--- config.mk ---
export PLATFORM = sky130hd
export DESIGN_NAME = audiodac_fifo_sched
export DESIGN_NICKNAME = d
export VERILOG_FILES = /design/src/rtl/audiodac_fifo_sched_pkg.sv /design/src/rtl/audiodac_fifo_sched_tick_gen.sv /design/src/rtl/audiodac_fifo_sched.sv
export SDC_FILE = /design/constraint.sdc
export NUM_CORES = 1
export LEC_CHECK = 0
export BUFFER_PORTS_ARGS = -buffer_cell sky130_fd_sc_hd__buf_2
export CORE_MARGIN = 1
export CORE_UTILIZATION = 45
export CTS_CLUSTER_DIAMETER = 120
export DETAILED_ROUTE_END_ITERATION = 16
export PLACE_DENSITY = 0.69
export SKIP_CTS_REPAIR_TIMING = 1
export SYNTH_ARGS = -nofsm -noshare
export SYNTH_HDL_FRONTEND = slang
export SYNTH_SLANG_ARGS = --single-unit
--- constraint.sdc ---
create_clock -name clk_i -period 3.08 [get_ports clk_i]
set_input_delay 0.308 -clock clk_i [delete_from_list [all_inputs] [get_ports clk_i]]
set_output_delay 0.308 -clock clk_i [all_outputs]
set_load 0.01 [all_outputs]
--- src/rtl/audiodac_fifo_sched_pkg.sv ---
// Shared constants for the audio DAC sample path: scheduler state encoding,
// default widths and the modulator midscale value.
package audiodac_pkg;

  typedef enum logic [1:0] {
    IDLE     = 2'd0,
    PREFILL  = 2'd1,
    RUN      = 2'd2,
    UNDERRUN = 2'd3
  } sched_state_e;

  localparam int unsigned FIFO_SIZE_DEF = 5;
  localparam int unsigned DIV_WIDTH_DEF = 12;
  localparam int unsigned CNT_WIDTH_DEF = 8;
  localparam int unsigned SAMPLE_WIDTH  = 16;
  localparam logic [SAMPLE_WIDTH-1:0] MIDSCALE = 16'h8000;

  function automatic logic is_active(sched_state_e s);
    return s != IDLE;
  endfunction

endpackage

--- src/rtl/audiodac_fifo_sched_tick_gen.sv ---
// Reloadable down-counter: ticks when it reaches zero, giving one tick every
// rate_div_i+1 cycles; held at rate_div_i while load_i is high.
module audiodac_tick_gen #(
  parameter int unsigned DIV_WIDTH = 12
) (
  input  logic                 clk_i,
  input  logic                 rst_n_i,
  input  logic                 load_i,
  input  logic [DIV_WIDTH-1:0] rate_div_i,
  output logic                 tick_o
);

  logic [DIV_WIDTH-1:0] cnt_q, cnt_d;

  always_comb begin
    tick_o = !load_i && (cnt_q == '0);
    if (load_i || tick_o) cnt_d = rate_div_i;
    else                  cnt_d = cnt_q - 1'b1;
  end

  always_ff @(posedge clk_i or negedge rst_n_i) begin
    if (!rst_n_i) cnt_q <= '0;
    else          cnt_q <= cnt_d;
  end

endmodule

--- src/rtl/audiodac_fifo_sched.sv ---
// Read-side scheduler for the audio DAC sample FIFO: sample tick, read pulses,
// fill tracking, prefill/underrun handling. Underrun counter kept only with AUDIODAC_FIFO_SCHED_STATS_EN.
module audiodac_fifo_sched
  import audiodac_pkg::*;
#(
  parameter int unsigned FIFO_SIZE = FIFO_SIZE_DEF,
  parameter int unsigned DIV_WIDTH = DIV_WIDTH_DEF,
  parameter int unsigned CNT_WIDTH = CNT_WIDTH_DEF
) (
  input  logic                 clk_i,
  input  logic                 rst_n_i,
  input  logic                 enable_i,
  input  logic [DIV_WIDTH-1:0] rate_div_i,
  input  logic [FIFO_SIZE-1:0] low_wm_i,
  input  logic                 fifo_empty_i,
  input  logic                 fifo_full_i,
  input  logic                 fifo_wr_ack_i,
  output logic                 fifo_rd_o,
  output logic                 sample_stb_o,
  output logic [FIFO_SIZE-1:0] fill_level_o,
  output logic                 refill_req_o,
  output logic                 mute_o,
  output logic [CNT_WIDTH-1:0] underrun_cnt_o
);

  localparam logic [FIFO_SIZE-1:0] LEVEL_MAX = '1;

  sched_state_e         state_q, state_d;
  logic                 ack_q;
  logic [FIFO_SIZE-1:0] level_q, level_d;
  logic                 rd_q, rd_d, stb_q, stb_d, refill_q, refill_d, mute_q, mute_d;
  logic                 tick, wr_ev, fill_ok, underrun_ev;

  audiodac_tick_gen #(.DIV_WIDTH(DIV_WIDTH)) u_tick_gen (
    .clk_i      (clk_i),
    .rst_n_i    (rst_n_i),
    .load_i     (!is_active(state_q)),
    .rate_div_i (rate_div_i),
    .tick_o     (tick)
  );

  always_comb begin
    wr_ev       = fifo_wr_ack_i && !ack_q;
    fill_ok     = (level_q >= low_wm_i) || fifo_full_i;
    state_d     = state_q;
    rd_d        = 1'b0;
    stb_d       = 1'b0;
    underrun_ev = 1'b0;
    if (!enable_i) begin
      state_d = IDLE;
    end else begin
      case (state_q)
        IDLE: state_d = PREFILL;
        PREFILL, UNDERRUN: begin
          stb_d = tick;
          if (fill_ok) state_d = RUN;
        end
        RUN: begin
          stb_d = tick;
          if (tick && fifo_empty_i) begin
            state_d     = UNDERRUN;
            underrun_ev = 1'b1;
          end else begin
            rd_d = tick;
          end
        end
        default: state_d = IDLE;
      endcase
    end
    // rd_q is the read the FIFO is consuming this cycle; a coincident write cancels it
    level_d = level_q;
    if (wr_ev && !rd_q && level_q != LEVEL_MAX) level_d = level_q + 1'b1;
    if (rd_q && !wr_ev && level_q != '0)        level_d = level_q - 1'b1;
    refill_d = (level_q < low_wm_i) && !fifo_full_i && enable_i;
    mute_d   = (state_d != RUN);
  end

  always_ff @(posedge clk_i or negedge rst_n_i) begin
    if (!rst_n_i) begin
      state_q  <= IDLE;
      ack_q    <= 1'b0;
      level_q  <= '0;
      rd_q     <= 1'b0;
      stb_q    <= 1'b0;
      refill_q <= 1'b0;
      mute_q   <= 1'b1;
    end else begin
      state_q  <= state_d;
      ack_q    <= fifo_wr_ack_i;
      level_q  <= level_d;
      rd_q     <= rd_d;
      stb_q    <= stb_d;
      refill_q <= refill_d;
      mute_q   <= mute_d;
    end
  end

`ifdef AUDIODAC_FIFO_SCHED_STATS_EN
  logic [CNT_WIDTH-1:0] ucnt_q, ucnt_d;

  always_comb begin
    ucnt_d = ucnt_q;
    if (underrun_ev && ucnt_q != '1) ucnt_d = ucnt_q + 1'b1;
  end

  always_ff @(posedge clk_i or negedge rst_n_i) begin
    if (!rst_n_i) ucnt_q <= '0;
    else          ucnt_q <= ucnt_d;
  end

  assign underrun_cnt_o = ucnt_q;
`else
  logic unused_underrun_ev;
  assign unused_underrun_ev = underrun_ev;
  assign underrun_cnt_o     = '0;
`endif

  assign fifo_rd_o    = rd_q;
  assign sample_stb_o = stb_q;
  assign fill_level_o = level_q;
  assign refill_req_o = refill_q;
  assign mute_o       = mute_q;

endmodule

# == After elaboration in Yosys (flattened, before gate mapping) ==
# Index checks and enable logic that the tools add are counted.
# word_totals
reg_bits,24
# op_classes
addsub,3
magnitude_cmp,2
eq_ne,5
n_mux,12
n_reduce_logical,23
# ops
op,count
$logic_not 12->1,1
$mux 12,1
$sub 12x1->12 const B,1
$mux 5,2
$logic_and 1x1->1,9
$mux 2,3
$pmux 2 s3,1
$add 5x1->5 const B,1
$ge 5x5->1,1
$logic_not 1->1,5
$lt 5x5->1,1
$mux 1,5
$ne 5x5->1 const B,1
$reduce_bool 5->1,1
$sub 5x1->5 const B,1
$eq 2x2->1 const B,2
$reduce_bool 2->1,2
$reduce_or 3->1,1
$eq 2x1->1 const B,1
$logic_not 2->1,1
$logic_or 1x1->1,2
$ne 2x2->1 const B,1
$reduce_or 2->1,1

# == Longest topological paths before layout ==
# Gate-level depths: netlist of run 1.
# depth
ltp_word,7
mapped_depth,8
depth_no_buf,8

# == Hierarchy ==
# A second synthesis of run 1 with hierarchy kept.
# unflattened
hier_cells,159
area_unflattened_um2,1549.0
# modules_own_cells
mod,n_inst,cells_each,area_each_um2,seq_area_each_um2
audiodac_fifo_sched,1,87,839.6,301.5
audiodac_tick_gen,1,72,709.4,300.3

# == Worst setup path after synthesis of run 1 ==
# Ideal clock, no wire load.
# synth_path
path_type,flip-flop to flip-flop
start,"register level_q[0], in the netlist fill_level_o[0]"
end,"register level_q[3], in the netlist fill_level_o[3]"
setup_time_ns,0.125
arrival_ns,2.200
setup_slack_ns,0.755
stages_incl_launch_ff,9
n_path_buf,0
cell_sequence,dfrtp_1 > or4_1 > o211ai_2 > inv_1 > ha_1 > a21o_1 > a21oi_1 > xnor2_1 > mux2_2
# synth_between
elab_chain_len,3
word_cells_on_any_way,9
# synth_lines
element,line,source
start: declaration,audiodac_fifo_sched.sv:30,"logic [FIFO_SIZE-1:0] level_q, level_d;"
start signal: assignment,audiodac_fifo_sched.sv:90,level_q <= level_d;
$add 5x1->5 (tied with other cells),audiodac_fifo_sched.sv:72,if (wr_ev && !rd_q && level_q != LEVEL_MAX) level_d = level_q + 1'b1;
$mux 5 (tied with other cells),audiodac_fifo_sched.sv:72,
$mux 5 or $reduce_bool 2->1 (tied branches),n/a,
# Parallel ways exist; a longest one is shown, timed or not. The select of a mux whose other input is x is not followed.
# A chain may end at the register's enable or synchronous reset.

# == Worst setup path after layout of run 1 ==
# Same ends and word-level chain as after synthesis.

==> metrics.md, run 1 <==
| Metric | Value |
|---|---|
| Core Util, Final | 0.549 |
| Longest Clk Path Bufs | 2 |
| HP Class | input pin to flip-flop |
| Post-route DRC | 0 |
| Area grow syn2layout | 14.2% |
| Ratio of cells with drive above 1 in the final layout | 0.312 |
| Nets | 208 |
| Startpoint Class | flip-flop |
| Starting Density | 0.481 |
| Crit path capture type | flip-flop |
| Pre-CTS setup slack | 675 ps |
| First-pass GRT wire length | 4410 µm |
| Die area | 3550 µm² |
| XOR/XNOR share of the synthesized area | 0.0705 |
| Largest net degree at the start of global routing | 25 |
| Post-synth cell types | 38 |
| CP Max Fanout | 5 |
| Mean number of vias per cell | 4.96 |
| Synth Area in Compound Gates | 0.0822 |
| Slowest Stage Delay on Critical Path | 540 ps |
| Synth Area in Simple Gates | 0.153 |
| VDD IR max | 0.351 mV |
| Register area share after synthesis | 0.404 |
| P_leak | 0.839 nW |
| Vias in the first global route | 1037 |
| Final setup margin | 668 ps |
| Final hold viol count | 0 |
| RD Place Congestion | 0.776 |
| Crit-path cells | or4_1 > o211ai_2 > inv_1 > ha_1 > a21o_1 > a21oi_1 > xnor2_1 > mux2_2 |
| Synth warn | 0 |
| Max Fclk | 415 MHz |
| Routed len/inst | 11.9 µm |
| Initial DRT Pass Iterations | 4 |
| Final WL | 2580 µm |
| Syn Area/Cell | 10.7 µm² |
| Fin crit share | 0.783 |
| Post-Synth Adder-Cell Area | 0.0973 |
| Largest family of logic cells by synthesized area | simple AND/OR/NAND/NOR gates |
| Met3 usage | 0.0262 |
| # rows | 20 |
| Slowest CP cell | or4_1 |
| Hold slack | 109 ps |
| Clk_lat worst skew | 310 ps |
| GRT Total Usage | 0.166 |
| Clk sinks | 24 |
| Tmin final | 2410 ps |
| Vias | 1076 |
| Initial antenna violation count | 0 |
| Grt peak-use layer | met2 |
| Slew margin rel. | 0.328 |
| # Max-Cap Violations | 0 |
| FF+latch count, synth | 24 |
| Worst Path Required | 3290 ps |
| Grt ovf | 0 |
| Setup CP Type | flip-flop to flip-flop |
| DIE WIDTH | 59.6 µm |
| Post-synth EDFFs | 0 |
| Met1 Use GR | 0.214 |
| Root buffer cell | clkbuf_4 |
| Port Buffers | 31 |
| Pwr per Cell Area | 777 nW/µm² |
| Outcome | finished, final reports clean |
| Core Region | 3100 µm² |
| CTS clk-pin slew, worst paths | 130 ps |
| Fill cells | 292 |
| Ys async rst share | 1.00 |
| First DRT Iteration DRCs | 26 |
| Clock skew | 0.611 ps |
| Post-synthesis mux area share | 0.111 |
| Final slew viol count | 0 |
| I/O Pins | 40 |
| Post-DP HPWL | 2020 µm |
| TritonCTS clock tree | done |
| # H-tree levels | 1 |
| Worst-Margin Slew | 1010 ps |
| CP Data Arrival Time | 2620 ps |
| Die outline height | 59.6 µm |
| N_diodes | 0 |
| Final setup TNS | 0 ps |
| Clock buffer count from CTS | 3 |
| Final setup vio count | 0 |
| GRT met2 Usage | 0.279 |
| Mapped Area | 1490 µm² |
| Unrepaired setup endpoints after global routing | false |
| Antenna viol nets, final | 0 |
| Synth Instances | 139 |
| Post-synth top flop | dfrtp_1 |
## cells in the mapped netlist (all sizes together), types with 3 or more instances
master  count  area, µm²
a211o       3       26.3
buf         9       71.3
dfrtp      23        576
ha         10        125
inv        13       48.8
mux2       12        135
mux2i       3       30.0
nand2       4       17.5
nand3       5       25.0
nor2       11       41.3
o21ai       4       20.0
xnor2       7       61.3
xor2        5       43.8
## kinds of logic (layout without fill, tap and decap cells)
group / Yosys count / in the layout
AOI/OAI and AO/OA: 17 / 17
and+or+nand+nor: 37 / 37
adders and majority gates: 11 / 11
buffers and inverters: 22 / 49
muxes: 15 / 15
xor gates and xnor gates: 12 / 12
other: 1 / 8
DFF: 24 / 24
## routing by layer
metal / part of all wire / wire (µm)
met1: 0.47 / 1220
met4: 0.012 / 32
met2: 0.49 / 1260
met5: 0 / 0
met3: 0.028 / 72
## worst paths after layout
path | from | endpoint | slack, ps | depth (start not counted)
min in group asynchronous | rst_n_i | fill_level_o[4] | 500 | 2
worst max-delay path | fill_level_o[0] | fill_level_o[3] | 670 | 8
worst min-delay path | fifo_wr_ack_i | ack_q | 110 | 1
max in group asynchronous | rst_n_i | mute_o | 2210 | 2
worst min register to register | state_q[0] | fifo_rd_o | 540 | 1
worst max register to register | fill_level_o[0] | fill_level_o[3] | 670 | 8
## per-stage QoR
| step | power (W) | area, µm² | cells |
|---|---|---|---|
| 6_report | 0.00132 | 1700 | 217 |
| 5_1_grt | 0.00145 | 1700 | 217 |
| 4_1_cts | 0.00134 | 1690 | 216 |
| 3_5_place_dp | 0.00117 | 1660 | 212 |
| 3_3_place_gp | 0.00114 | 1660 | 212 |
| 2_1_floorplan | 0.00102 | 1520 | 146 |
## sequential cells by signal (all words and copies together), names as in the netlist
signal            cells
u_tick_gen.cnt_q     12
fill_level_o          5
state_q               2
ack_q                 1
fifo_rd_o             1
mute_o                1
refill_req_o          1
sample_stb_o          1
## area by class of cell
class                      instances  area (µm²)  share of cell area
clock buffer                       4        36.3              0.0213
inverter                          13        48.8              0.0287
multi-input combinational        100         796               0.467
sequential                        24         602               0.353
tap                               44        55.1              0.0323
timing repair buffer              32         165              0.0970
## report_power, final
group	internal, W	switching, W
logic	0.000298	0.000275
registers	0.000435	0.000148
clock network	0.0000721	0.0000942
total	0.000805	0.000517
## cells in the final DEF (no fill, tap or decap), types with 4 or more instances in the layout
cell type / n
dfrtp_1: 23
nor2_1: 11
mux2_2: 12
conb_1: 8
buf_2: 31
inv_1: 13
nand3_1: 5
ha_1: 10
xnor2_1: 7
o21ai_0: 4
xor2_1: 5
## worst max-delay path: cells and delay by family (launching register included)
| kind | cells | cell delay (ps) |
|---|---|---|
| buf+inv | 1 | 120 |
| mux | 1 | 260 |
| simple gates | 1 | 540 |
| fa+ha+maj | 1 | 290 |
| flops | 1 | 440 |
| xor+xnor | 1 | 80 |
| compound gates | 3 | 590 |
(Power assumes the default switching activity.)
==> inputs of run 2 (changes only) <==
--- a/config.mk
+++ b/config.mk
@@ -5,12 +5,13 @@
 export SDC_FILE = /design/constraint.sdc
 export NUM_CORES = 1
 export LEC_CHECK = 0
+export ABC_AREA = 1
 export BUFFER_PORTS_ARGS = -buffer_cell sky130_fd_sc_hd__buf_2
 export CORE_MARGIN = 1
 export CORE_UTILIZATION = 45
 export CTS_CLUSTER_DIAMETER = 120
 export DETAILED_ROUTE_END_ITERATION = 16
-export PLACE_DENSITY = 0.69
+export PLACE_DENSITY = 0.71
 export SKIP_CTS_REPAIR_TIMING = 1
 export SYNTH_ARGS = -nofsm -noshare
 export SYNTH_HDL_FRONTEND = slang
==> constraint.sdc (replaced) <==
create_clock -name clk_i -period 2.2 [get_ports clk_i]
set_input_delay 0.22 -clock clk_i [delete_from_list [all_inputs] [get_ports clk_i]]
set_output_delay 0.22 -clock clk_i [all_outputs]
set_load 0.01 [all_outputs]
==> run 2 against run 1 <==
  * Non-clock buffer count up 1
  * Flip-flop and latch count unchanged
  * Clock skew up 1.3 ps
  * Register-to-register slack worse by 480 ps
  * Combinational power up 92%
  * Utilization down 1.2 points
  * Sequential share of layout area down 2.0 points
  * Clock power up 41%
  * First-iteration DRC count up 58%
  * Global-route usage up 0.39 points
  * Wire length up 8.1%
  * Worst setup slack worse by 490 ps
==> metrics.md, run 2 <==
| Metric | Value |
|---|---|
| Slew margin rel. | 0.641 (+0.313) |
| RD Place Congestion | 0.895 (+15%) |
| Initial antenna violation count | 0 (unchanged) |
| Post-DP HPWL | 2170 µm (+7.6%) |
| Unrepaired setup endpoints after global routing | false |
| Pre-CTS setup slack | 204 ps (-471 ps) |
| DIE WIDTH | 61.5 µm (+3.2%) |
| Crit path capture type | flip-flop |
| Most frequent cells in the layout | nand2_1 (58), inv_1 (32), buf_2 (31), dfrtp_1 (23), nor2_1 (20) |
| Vias in the first global route | 1147 (+11%) |
| Register area share after synthesis | 0.378 (-0.0254) |
| GRT Total Usage | 0.170 (+0.00393) |
| Cell Count, Final, Fillers Out | 287 (+32%) |
| P_leak | 1.02 nW (+21%) |
| Fill cells | 339 (+16%) |
| # Max-Cap Violations | 0 (unchanged) |
| Post-Synth Adder-Cell Area | 0.0912 (-0.00612) |
| TritonCTS clock tree | done |
| Commonest non-fill, non-tap cell in the layout | nand2_1 |
| Top-count cell post-synth | nand2_1 |
| Core Region | 3360 µm² (+8.4%) |
| Antenna viol nets, final | 0 (unchanged) |
| Final hold viol count | 0 (unchanged) |
| Largest family of logic cells by synthesized area | simple AND/OR/NAND/NOR gates |
| CTS clk-pin slew, worst paths | 130 ps (about the same) |
| Initial DRT Pass Iterations | 4 (unchanged) |
| Worst Path Required | 2420 ps (-870 ps) |
| I/O Pins | 40 (unchanged) |
| Root buffer cell | clkbuf_4 |
| Worst-Margin Slew | 539 ps (-467 ps) |
| Worst hold endpoint | u_tick_gen.cnt_q[9] |
| First-pass GRT wire length | 4720 µm (+7.0%) |
| Clk_lat worst skew | 310 ps (about the same) |
| Syn Area/Cell | 7.69 µm² (-28%) |
| Synth Area in Compound Gates | 0.0692 (-0.0130) |
| Max Fclk | 496 MHz |
| Largest net degree at the start of global routing | 25 (unchanged) |
| Max reg flops | 12 (unchanged) |
| Final setup vio count | 0 (unchanged) |
| Longest Clk Path Bufs | 2 (unchanged) |
| Clock buffer count from CTS | 3 (unchanged) |
| Hold Path Depth | 3 (+2) |
| R2R setup slack | 190 ps (-480 ps) |
| CP Data Arrival Time | 2240 ps (-380 ps) |
| Fin crit share | 0.917 |
| Post-route DRC | 0 (unchanged) |
| Outcome | finished, final reports clean |
| Synth Area in Simple Gates | 0.277 (+0.124) |
| Post-synthesis mux area share | 0 (-0.111) |
| CP most frequent cell | nand2_1 |
| Vias | 1316 (+22%) |
| Area grow syn2layout | 13.4% |
| First DRT Iteration DRCs | 41 (+58%) |
| Hold slack | 94.3 ps (-15.1 ps) |
| Crit path max-delay family | simple AND/OR/NAND/NOR gates |
| Ratio of cells with drive above 1 in the final layout | 0.212 (-0.101) |
| Synth cell count leaders | nand2_1 (58), inv_1 (32), dfrtp_1 (23) |
| Biggest register | u_tick_gen.cnt_q |
| # rows | 21 (+5.0%) |
| Leading area contributor after synthesis | dfrtp_1 |
| Mapped Area | 1590 µm² (+6.7%) |
| Port Buffers | 31 (unchanged) |
| VDD IR max | 0.533 mV (+52%) |
| Pwr per Cell Area | 1190 nW/µm² (+54%) |
| Synth Instances | 207 (+49%) |
| Buf/Inv on CP | 3 (+2) |
| Synth warn | 0 (unchanged) |
| Post-synth cell types | 23 (-39%) |
| Routed len/inst | 9.72 µm (-18%) |
| N_diodes | 0 (unchanged) |
| Hold path start | rate_div_i[9] |
| Critical R2R Capture | fill_level_o[4] |
| Crit-path cells | dlygate4sd3_1 > buf_2 > inv_1 > nor2_1 > nor2_1 > nand2_1 > fa_1 > or2_2 > nand2_1 > nand3_1 > nand3_1 > nand2_1 |
| Die outline height | 61.5 µm (+3.2%) |
| Final setup TNS | 0 ps (unchanged) |
| Tmin final | 2020 ps |
| Clock skew | 1.92 ps (+1.31 ps) |
| Grt ovf | 0 (unchanged) |
| Slowest Stage Delay on Critical Path | 530 ps (about the same) |
| XOR/XNOR share of the synthesized area | 0.0550 (-0.0154) |
| FF+latch count, synth | 24 (unchanged) |
| Final setup margin | 182 ps (-486 ps) |
| CP Max Fanout | 3 (-2) |
| HP Class | input pin to flip-flop |
| Ys async rst share | 1.00 (unchanged) |
| Origin of the critical flop-to-flop path | fill_level_o[1] |
| # H-tree levels | 1 (unchanged) |
| Final slew viol count | 0 (unchanged) |
| Top cells by area, synth | dfrtp_1 (36%), nand2_1 (14%), ha_1 (7.9%) |
| Post-synth EDFFs | 0 (unchanged) |
| Slowest CP cell | dlygate4sd3_1 |
| Post-synth top flop | dfrtp_1 |
| Startpoint Class | input pin |
| Setup CP Type | input pin to flip-flop |
| Clk sinks | 24 (unchanged) |
| Synth top area share | 0.362 (-0.0243) |
| Mean number of vias per cell | 4.59 (-7.5%) |
| FF-to-FF path depth | 11 (+3) |
| Final WL | 2790 µm (+8.1%) |
| Die area | 3780 µm² (+6.5%) |
| Placed Cells | 281 (+33%) |
| Starting Density | 0.473 (-0.00743) |
| Nets | 276 (+33%) |
-- run 2: changes by cell type after synthesis, moves of 4 or more --
cell and delta:
nor2_1 +9, a21oi_1 +4, o21ai_2 +8, nand2_1 +55, nand3_1 +5, nand4_1 +4
inv_1 +19, mux2_2 -12
-- run 2: stage by stage --
step / total power, W / instance area (µm²) / utilization
CTS: 0.00218 / 1780 / 0.531
floorplan: 0.00172 / 1620 / -
global placement: 0.00192 / 1750 / 0.520
finish: 0.00215 / 1800 / 0.536
detailed placement: 0.00194 / 1750 / 0.520
global route: 0.00240 / 1800 / 0.536
-- run 2: power breakdown --
part	internal [W]	total (W)	switching (W)
registers	0.000627	0.000820	0.000193
logic	0.000437	0.00110	0.000661
clock network	0.000101	0.000234	0.000133
total	0.00117	0.00215	0.000987
-- run 2: per-layer routing --
metal	global-route usage	share of wire	routed length, µm
met1	0.222	0.47	1310
met2	0.293	0.48	1350
met3	0.0189	0.034	94
met4	0.0571	0.010	29
met5	0	0	0
-- run 2: kinds of logic (layout without fill, tap and decap cells) --
logic type,count (synthesis),after routing
XOR/XNOR,10,10
flip-flops,24,24
AO/OA/AOI/OAI,16,16
AND/OR/NAND/NOR,103,103
adder cells (fa/ha/maj),11,11
buffers and inverters,42,69
other,1,8
-- run 2: worst reg2reg max path: stages (launching register included) --
cell     delay [ps]
dfrtp_1         470
nor2_1          130
nand4_1         110
nand2_1         140
inv_1            90
ha_1            340
nand2_1          50
or2_2           290
nand2_1          60
nand3_1          80
nand3_1         100
nand2_1          60
-- run 2: area by class of cell --
type	instances	area (µm²)	share of cell area
Inverter	32	120	0.0666
Timing Repair Buffer	33	175	0.0971
Clock buffer	4	36.3	0.0201
Multi-Input combinational cell	148	813	0.451
Tap cell	46	57.6	0.0319
Sequential cell	24	602	0.334
-- run 2: worst max path at each step --
| stage | startpoint | endpoint | slack (ps) | depth (start not counted) |
|---|---|---|---|---|
| 2_1_floorplan | fill_level_o[1] | fill_level_o[4] | 330 | 11 |
| 3_5_place_dp | fill_level_o[1] | fill_level_o[4] | 200 | 11 |
| 6_report | fifo_wr_ack_i | fill_level_o[4] | 180 | 12 |
| 3_3_place_gp | fill_level_o[1] | fill_level_o[4] | 270 | 11 |
| 4_1_cts | fill_level_o[1] | fill_level_o[4] | 190 | 11 |
| 5_1_grt | fill_level_o[1] | fill_level_o[4] | 40 | 11 |
